`src/rtl/pc_sequencer.sv`:
```
// Program-counter control sequencer: expands single-cycle decode events into
// the multi-cycle PC select codes and the return-address save/restore on the stack.
module pc_sequencer #(
  parameter logic [15:0] SP_INIT = 16'h0FFF
) (
  input  logic        clk,
  input  logic        reset,
  input  logic [31:0] pc,
  input  logic        branchTaken,
  input  logic        isCall,
  input  logic        isRet,
  input  logic        intReq,
  input  logic        restartReq,
  output logic [1:0]  pcSrc,
  output logic [1:0]  interruptSignal,
  output logic [1:0]  callCode,
  output logic [1:0]  retCode,
  output logic [15:0] stackAddr,
  output logic [15:0] stackWData,
  output logic        stackWe,
  output logic        stackRe,
  output logic [15:0] sp,
  output logic        busy,
  output logic [3:0]  dbg_state
);

  // Trigger protocol: decode events are single-cycle pulses sampled only in IDLE;
  // busy=1 tells the front end to hold decode and re-present dropped events later.
  typedef enum logic [3:0] {
    IDLE     = 4'd0,
    BR       = 4'd1,
    RST      = 4'd2,
    SAVE_LO  = 4'd3,
    SAVE_HI  = 4'd4,
    CALL_JMP = 4'd5,
    INT_VEC  = 4'd6,
    RD_HI    = 4'd7,
    LD_HI    = 4'd8,
    LD_LO    = 4'd9
  } state_t;

  state_t      state, state_n;
  logic [15:0] sp_n;
  logic [31:0] ret_addr, ret_addr_n;
  logic        kind_int, kind_int_n;
  logic        int_pending, int_pending_n;

  logic [1:0]  pc_src_n, int_sig_n, call_code_n, ret_code_n;
  logic [15:0] stack_addr_n, stack_wdata_n;
  logic        stack_we_n, stack_re_n;

  assign dbg_state = state;

  always_comb begin
    state_n       = state;
    sp_n          = sp;
    ret_addr_n    = ret_addr;
    kind_int_n    = kind_int;
    int_pending_n = int_pending;
    case (state)
      IDLE: begin
        if (restartReq) begin
          state_n       = RST;
          sp_n          = SP_INIT;
          int_pending_n = 1'b0;
        end else if (intReq || int_pending) begin
          state_n    = SAVE_LO;
          ret_addr_n = pc;
          kind_int_n = 1'b1;
        end else if (isRet) begin
          state_n = RD_HI;
        end else if (isCall) begin
          state_n    = SAVE_LO;
          ret_addr_n = pc;
          kind_int_n = 1'b0;
        end else if (branchTaken) begin
          state_n = BR;
        end
      end
      BR:       state_n = IDLE;
      RST:      state_n = IDLE;
      SAVE_LO: begin
        state_n = SAVE_HI;
        sp_n    = sp - 16'd1;
      end
      SAVE_HI: begin
        state_n = kind_int ? INT_VEC : CALL_JMP;
        sp_n    = sp - 16'd1;
      end
      CALL_JMP: state_n = IDLE;
      INT_VEC:  state_n = IDLE;
      RD_HI:    state_n = LD_HI;
      LD_HI:    state_n = LD_LO;
      LD_LO: begin
        state_n = IDLE;
        sp_n    = sp + 16'd2;
      end
      default:  state_n = IDLE;
    endcase

    // Interrupts arriving mid-sequence wait here so a sequence is never split.
    if (state == INT_VEC || state == RST)
      int_pending_n = 1'b0;
    else if (state != IDLE && intReq)
      int_pending_n = 1'b1;

    // Outputs are decoded from the state being entered so they register cleanly.
    pc_src_n      = 2'b00;
    int_sig_n     = 2'b00;
    call_code_n   = 2'b00;
    ret_code_n    = 2'b00;
    stack_addr_n  = 16'h0000;
    stack_wdata_n = 16'h0000;
    stack_we_n    = 1'b0;
    stack_re_n    = 1'b0;
    case (state_n)
      BR:       pc_src_n = 2'b01;
      RST:      int_sig_n = 2'b01;
      SAVE_LO: begin
        stack_we_n    = 1'b1;
        stack_addr_n  = sp_n;
        stack_wdata_n = ret_addr_n[15:0];
      end
      SAVE_HI: begin
        stack_we_n    = 1'b1;
        stack_addr_n  = sp_n;
        stack_wdata_n = ret_addr_n[31:16];
      end
      CALL_JMP: call_code_n = 2'b11;
      INT_VEC:  int_sig_n = 2'b11;
      RD_HI: begin
        stack_re_n   = 1'b1;
        stack_addr_n = sp_n + 16'd1;
      end
      LD_HI: begin
        ret_code_n   = 2'b11;
        stack_re_n   = 1'b1;
        stack_addr_n = sp_n + 16'd2;
      end
      LD_LO:    ret_code_n = 2'b01;
      default:  ;
    endcase
  end

  always_ff @(posedge clk or negedge reset) begin
    if (!reset) begin
      state           <= IDLE;
      sp              <= SP_INIT;
      ret_addr        <= 32'h0;
      kind_int        <= 1'b0;
      int_pending     <= 1'b0;
      pcSrc           <= 2'b00;
      interruptSignal <= 2'b00;
      callCode        <= 2'b00;
      retCode         <= 2'b00;
      stackAddr       <= 16'h0000;
      stackWData      <= 16'h0000;
      stackWe         <= 1'b0;
      stackRe         <= 1'b0;
      busy            <= 1'b0;
    end else begin
      state           <= state_n;
      sp              <= sp_n;
      ret_addr        <= ret_addr_n;
      kind_int        <= kind_int_n;
      int_pending     <= int_pending_n;
      pcSrc           <= pc_src_n;
      interruptSignal <= int_sig_n;
      callCode        <= call_code_n;
      retCode         <= ret_code_n;
      stackAddr       <= stack_addr_n;
      stackWData      <= stack_wdata_n;
      stackWe         <= stack_we_n;
      stackRe         <= stack_re_n;
      busy            <= (state_n != IDLE);
    end
  end

endmodule
```
`config.mk`:
```
export PLATFORM = sky130hd
export DESIGN_NAME = pc_sequencer
export DESIGN_NICKNAME = d
export VERILOG_FILES = /design/src/rtl/pc_sequencer.sv
export SDC_FILE = /design/constraint.sdc
export NUM_CORES = 1
export LEC_CHECK = 0
export BUFFER_PORTS_ARGS = -buffer_cell sky130_fd_sc_hd__buf_4
export CAP_MARGIN = 40
export CORE_MARGIN = 2
export CORE_UTILIZATION = 50
export CTS_BUF_LIST = sky130_fd_sc_hd__clkbuf_4 sky130_fd_sc_hd__clkbuf_8 sky130_fd_sc_hd__clkbuf_16
export DETAILED_ROUTE_END_ITERATION = 8
export GPL_TIMING_DRIVEN = 0
export PLACE_DENSITY = 0.77
export SLEW_MARGIN = 5
export SYNTH_ARGS = -nofsm -noshare
export SYNTH_HDL_FRONTEND = slang
export SYNTH_SLANG_ARGS = --single-unit
```
`constraint.sdc`:
```
create_clock -name clk -period 4.8 [get_ports clk]
set_input_delay 1.2 -clock clk [delete_from_list [all_inputs] [get_ports clk]]
set_output_delay 1.2 -clock clk [all_outputs]
set_load 0.05 [all_outputs]
```
==> flow_summary.toml, run 1 <==
[worst_setup_path]
worstPathRequired_ps = 5020
cp_slowest_cell = "o221ai_1"
worst-setup-path-type = "reg -> reg"
slowest_delay_ps = 550
crit_chain = "clkbuf_1 > nor4bb_1 > buf_2 > nor2_1 > buf_2 > nand2_1 > o221ai_1 > ha_1 > inv_1 > or3_1 > buf_2 > nor4b_2 > xnor2_1 > o221ai_2"
critPathMaxFanout = 10
arrival_ps = 4290
cp-end-kind = "flop"
start_kind = "flop"
crit_top_cell = "buf_2"

[floorplan]
die_w_um = 98.3
die_y_um = 98.3
die_area_mm2 = 0.00967
start_util_pct = 51.3
rows = 34
io_pins = 102
core_mm2 = 0.00868

[yosys]
synth-seq-cells = 79
synth_compound_area_share_pct = 14.9
ys.flop_type = "dfrtp_1"
synthSimpleGateAreaFrac_pct = 23.7
synth_xor_area_share_pct = 4.73
ys_types = 69
synth_top_family_by_area = "simple AND/OR/NAND/NOR gates"
syn_inst = 478
synth_edf_count = 0
ys_warn_count = 0
synth_async_sr_flop_share_pct = 100
avgSynthCellArea_um2 = 9.31
synth.mux.area_fraction_pct = 4.39
syn-num-nets = 523
post_synth_fa_ha_maj_area_fraction_pct = 1.69
ys_seq_area_share_pct = 44.8
synth_area_mm2 = 0.00445

[hold_path]
hp-class = "reg -> reg"

[global_route]
grt_max_degree = 72
grtUsageTotal_pct = 25.5
antenna_found_initial = 0
grt_pass1_wl_um = 19900
grt_pass1_vias = 3877
gr-total-overflow = 0

[sta]
fin_setup_tns_ps = 0
max_slew_margin_pct = 32.5
max_freq_mhz = 246
finalHoldViolations = 0
finalSetupViolations = 0
tightest_slew_ps = 1010
min_period_over_period_pct = 84.6
slew_viol_final = 0
finalCriticalPeriod_ps = 4060
rsz0062_at_grt = "false"
skew_ps = 9.06
holdWs_ps = 501

[cts]
cts.sinks = 79
clock_latency_ps = 360
cts-root-buf = "clkbuf_8"
ctsResizeCount = 0
numCtsBuffers = 9
cts-hold-fix-buffers = 0
postCtsSetupRepairBufs = 0
clk_path_buf_depth = 2
cts_tree = "done"
cts.reportedPaths.clkPinSlew_ps = 90
htreeDepth = 3

[finish]
diodes = 0
fill_cells = 706
fin_nets = 634
layout-drive-gt1-share_pct = 29.8
area_delta_synth_final_pct = 25.1

[drt]
antenna_left = 0
num_vias = 4083
drt-initial-drc-count = 369
vias_per_cell = 5.82
drc_errors = 0
finalWirelength_um = 12200
drt_pass1_iterations = 5
wire_per_inst_um = 17.4

[job]
cap_violations = 0

[power_and_ir_drop]
p_leak_nw = 2.58
ir_drop_uv = 412
power_density_mw_per_mm2 = 778
power_mw = 4.33

[placement]
dpl.hpwl_um = 8950
routabilityCongestion = 0.887
numPortBuffers = 99

[status]
status = "completed"
## per-stage QoR
| step | std cells | cell area [um2] | worst slack [ps] | util, % |
|---|---|---|---|---|
| after floorplan | 478 | 4450 | 1230 | - |
| after global placement | 685 | 5330 | 853 | 61.4 |
| after detailed placement | 686 | 5350 | 727 | 61.7 |
| after CTS | 702 | 5560 | 831 | 64.1 |
| after global routing | 702 | 5560 | 463 | 64.1 |
| final | 702 | 5560 | 739 | 64.1 |
## kinds of logic after synthesis
group / after synthesis
muxes: 17
xor gates and xnor gates: 24
buffers and inverters: 55
other: 1
DFF: 79
adders and majority gates: 6
AOI/OAI and AO/OA: 90
and+or+nand+nor: 206
## final timing paths
| check | start | slack, ps | end | depth (start not counted) |
|---|---|---|---|---|
| worst max register to register | dbg_state[2] | 740 | stackAddr[15] | 14 |
| worst min-delay path | ret_addr[17] | 500 | ret_addr[17] | 1 |
| min in group asynchronous | reset | 660 | dbg_state[2] | 1 |
| max in group asynchronous | reset | 3500 | sp[4] | 2 |
| worst min register to register | ret_addr[17] | 500 | ret_addr[17] | 1 |
| worst max-delay path | dbg_state[2] | 740 | stackAddr[15] | 14 |
## layout by cell type, fill, tap and decap left out, drive strengths merged, types with 4 or more instances in the layout
master and instances:
nand2 82, dfrtp 67, or3 9, a22oi 5, and2 6, mux2 17
buf 116, nand2b 5, or4 5, a211oi 4, nor3 17, inv 24
nand4 5, a31oi 6, o211ai 4, dfstp 12, a21oi 13, nor4 11
nor2 32, clkbuf 28, o221ai 14, ha 6, xnor2 21, nand3 16
o21ai 21
## report_power, final
part           switching (mW)  total (mW)  internal, mW
clock                   0.283       0.535         0.251
combinational            1.80        2.74         0.937
sequential              0.132        1.05         0.918
## area by class of cell
| type | count | area (um2) | share of cell area [%] |
|---|---|---|---|
| Timing Repair Buffer | 100 | 771 | 13.9 |
| Tap cell | 108 | 135 | 2.43 |
| Multi-Input combinational cell | 344 | 2200 | 39.6 |
| Buffer | 35 | 176 | 3.17 |
| Clock inverter | 7 | 85.1 | 1.53 |
| Sequential cell | 79 | 1990 | 35.8 |
| Clock buffer | 9 | 124 | 2.23 |
| Inverter | 20 | 75.1 | 1.35 |
## flip-flops by register name (all words and copies together), names as in the netlist
register / flops
stackWe: 1
stackRe: 1
ret_addr: 16
retCode: 2
int_pending: 1
callCode: 1
busy: 1
sp: 16
pcSrc: 1
stackWData: 16
interruptSignal: 2
dbg_state: 4
kind_int: 1
stackAddr: 16
## synth_stat cells, types with 3 or more instances
library cell,count,share of area (%)
dfrtp_1,67,38
a21oi_1,12,1.4
buf_4,6,1.0
nand4_1,4,0.56
o31ai_1,3,0.51
nand3_1,16,1.8
clkbuf_1,19,1.6
o211ai_1,4,0.68
nor3_1,16,1.8
mux2_2,16,4.1
nand4bb_1,3,0.76
ha_1,6,1.7
o221ai_1,13,2.6
and2_1,5,0.70
or3_1,9,1.3
dfstp_2,12,7.1
a31oi_1,6,0.84
xnor2_1,21,4.1
inv_1,20,1.7
nor4_1,10,1.4
nand2_1,81,6.8
nor2_1,32,2.7
o21ai_0,19,2.1
buf_2,6,0.68
nand2b_1,5,0.70
a22oi_1,5,0.84
xor2_1,3,0.59
a211oi_1,4,0.68
or4_1,5,0.84
## routing by layer
layer	routed length (um)	vias to the layer above	track usage (%)
li1	-	1922	-
met1	5440	1968	36.3
met2	5810	168	40.3
met3	791	25	4.08
met4	208	0	7.80
met5	0	-	0
## critical path: cells and delay by family, from the launching register on
kind,cells,cell delay (ps)
simple gates,5,1290
fa+ha+maj,1,290
flops,1,380
xor+xnor,1,180
compound gates,2,670
buf+inv,5,1110
Power figures use the tool's default switching activity.
==> inputs of run 2 (changes only) <==
CORE_UTILIZATION = 49   (was 50)
PLACE_DENSITY = 0.78   (was 0.77)
clock period = 3.7 ns   (was 4.8 ns; I/O delays follow)
==> run 2 against run 1 <==
  * Non-clock buffer count increased by 1
  * Sequential power increased by 30%
  * Total power up 33%
  * Critical endpoint is now stackAddr[13]
  * Wire length increased by 1.0%
  * Critical path type unchanged
  * Sequential share of layout area fell by 0.48 points
  * Largest power group unchanged
  * First-iteration DRC count is 25% lower
==> flow_summary.toml, run 2 (synthesis gave the netlist of run 1 again) <==
[status]
status = "completed"

[worst_setup_path]
arrival_ps = 3740
start_kind = "flop"
reg2reg_from = "sp[1]"
rrSetupSlack_ps = 150
critPathMaxFanout = 9
ff2ff_path_depth = 11
worst-setup-path-type = "reg -> reg"
rr_endpoint = "stackAddr[13]"
startpoint = "sp[1]"
worstPathRequired_ps = 3890
slowest_delay_ps = 530
crit_chain = "inv_1 > ha_2 > or3b_2 > or3_1 > nand4_1 > o221ai_2 > nor3_4 > nand4_4 > or4_1 > nand3_1 > o221ai_1"
endpoint = "stackAddr[13]"
cp_slowest_cell = "or3b_2"
cp-end-kind = "flop"

[cts]
cts.reportedPaths.clkPinSlew_ps = 90
clock_latency_ps = 350
cts-root-buf = "clkbuf_8"
cts_tree = "done"
htreeDepth = 3
numCtsBuffers = 9
clk_path_buf_depth = 2
cts.sinks = 79

[global_route]
grt_pass1_vias = 3967
grtUsageMet1_pct = 33.3
top_usage_layer = "met2"
gr-total-overflow = 0
grtUsageTotal_pct = 25.0
antenna_found_initial = 0
grt.met3_usage_pct = 5.34
grt_pass1_wl_um = 19600
use_met2_pct = 40.4
grt_max_degree = 62

[drt]
finalWirelength_um = 12400
antenna_left = 0
drc_errors = 0
wire_per_inst_um = 17.6
vias_per_cell = 5.81
drt_pass1_iterations = 4
num_vias = 4084
drt-initial-drc-count = 276

[finish]
layout_common_cells = "buf_4, nand2_1, dfrtp_1, nor2_1, xnor2_1"
diodes = 0
fin_nets = 635
final_common_cell = "buf_4"
fin_area_mm2 = 0.00564
post-route-util_pct = 64.3
area_delta_synth_final_pct = 26.8
layout-drive-gt1-share_pct = 31.4

[power_and_ir_drop]
p_leak_nw = 2.61
ir_drop_uv = 557
power_density_mw_per_mm2 = 1020
power_mw = 5.73

[job]
cap_violations = 0

[placement]
routabilityCongestion = 0.913
post_dp_cell_area_mm2 = 0.00535
dpl.hpwl_um = 8920
numPortBuffers = 99

[sta]
max_slew_margin_pct = 55.4
max_freq_mhz = 282
finalCriticalPeriod_ps = 3550
fin_setup_tns_ps = 0
skew_ps = 7.45
holdWs_ps = 447
tightest_slew_ps = 660
min_period_over_period_pct = 95.9
finalHoldViolations = 0
finalSetupViolations = 0
slew_viol_final = 0

[floorplan]
start_util_pct = 50.8
core_mm2 = 0.00876
die_y_um = 99.3
die_w_um = 99.3
io_pins = 102
rows = 34
die_area_mm2 = 0.00986

[hold_path]
hp-class = "in -> async"
[run 2: power by group]
group	internal [mW]	total [mW]	leakage [nW]	switching (mW)
logic	1.29	3.70	1.50	2.41
registers	1.19	1.37	1.00	0.176
clock network	0.320	0.671	0.102	0.350
[run 2: worst min-delay path by stage]
stage                             from           end  slack [ps]  cells after the start
after floorplan               kind_int   callCode[0]         450                      1
after global placement    ret_addr[25]  ret_addr[25]         480                      1
after detailed placement  ret_addr[31]  ret_addr[31]         490                      1
after CTS                        reset   callCode[0]         440                      1
after global routing             reset   callCode[0]         460                      1
final                            reset   callCode[0]         450                      1
[run 2: final cells by class]
type                            instances  area, um2
Clock buffer                            9        124
Buffer                                 35        180
Timing Repair Buffer                  101        778
Clock inverter                          7       80.1
Inverter                               20       75.1
Sequential cell                        79       1990
Tap cell                              108        135
Fill cell                             715       3120
Multi-Input combinational cell        344       2270
[run 2: what timing repair did]
action / 4_1_cts / 5_1_grt
hold buffers: 0 / 0
setup endpoints to repair: 11 / 23
setup buffers: 0 / 1
resized for setup: 5 / 11
pin swaps: 0 / 1
[run 2: metrics by stage]
stage / setup slack, ps / cells
global placement: -108 / 685
CTS: 41.3 / 702
finish: 152 / 703
detailed placement: -202 / 686
global route: -26.2 / 703
floorplan: 126 / 478
[run 2: worst max-delay path, delay by kind of cell, from the launching register on]
kind	cells	cell delay (ps)
buffers and inverters	1	190
adder cells (fa/ha/maj)	1	270
AO/OA/AOI/OAI	2	380
flip-flops	1	420
AND/OR/NAND/NOR	7	2110
[run 2: layer usage]
metal,up-vias,share of wire [%],routed length [um]
li1,1917,-,-
met5,-,0,0
met3,24,6.4,790
met1,1980,43,5290
met4,0,2.2,271
met2,163,49,6020
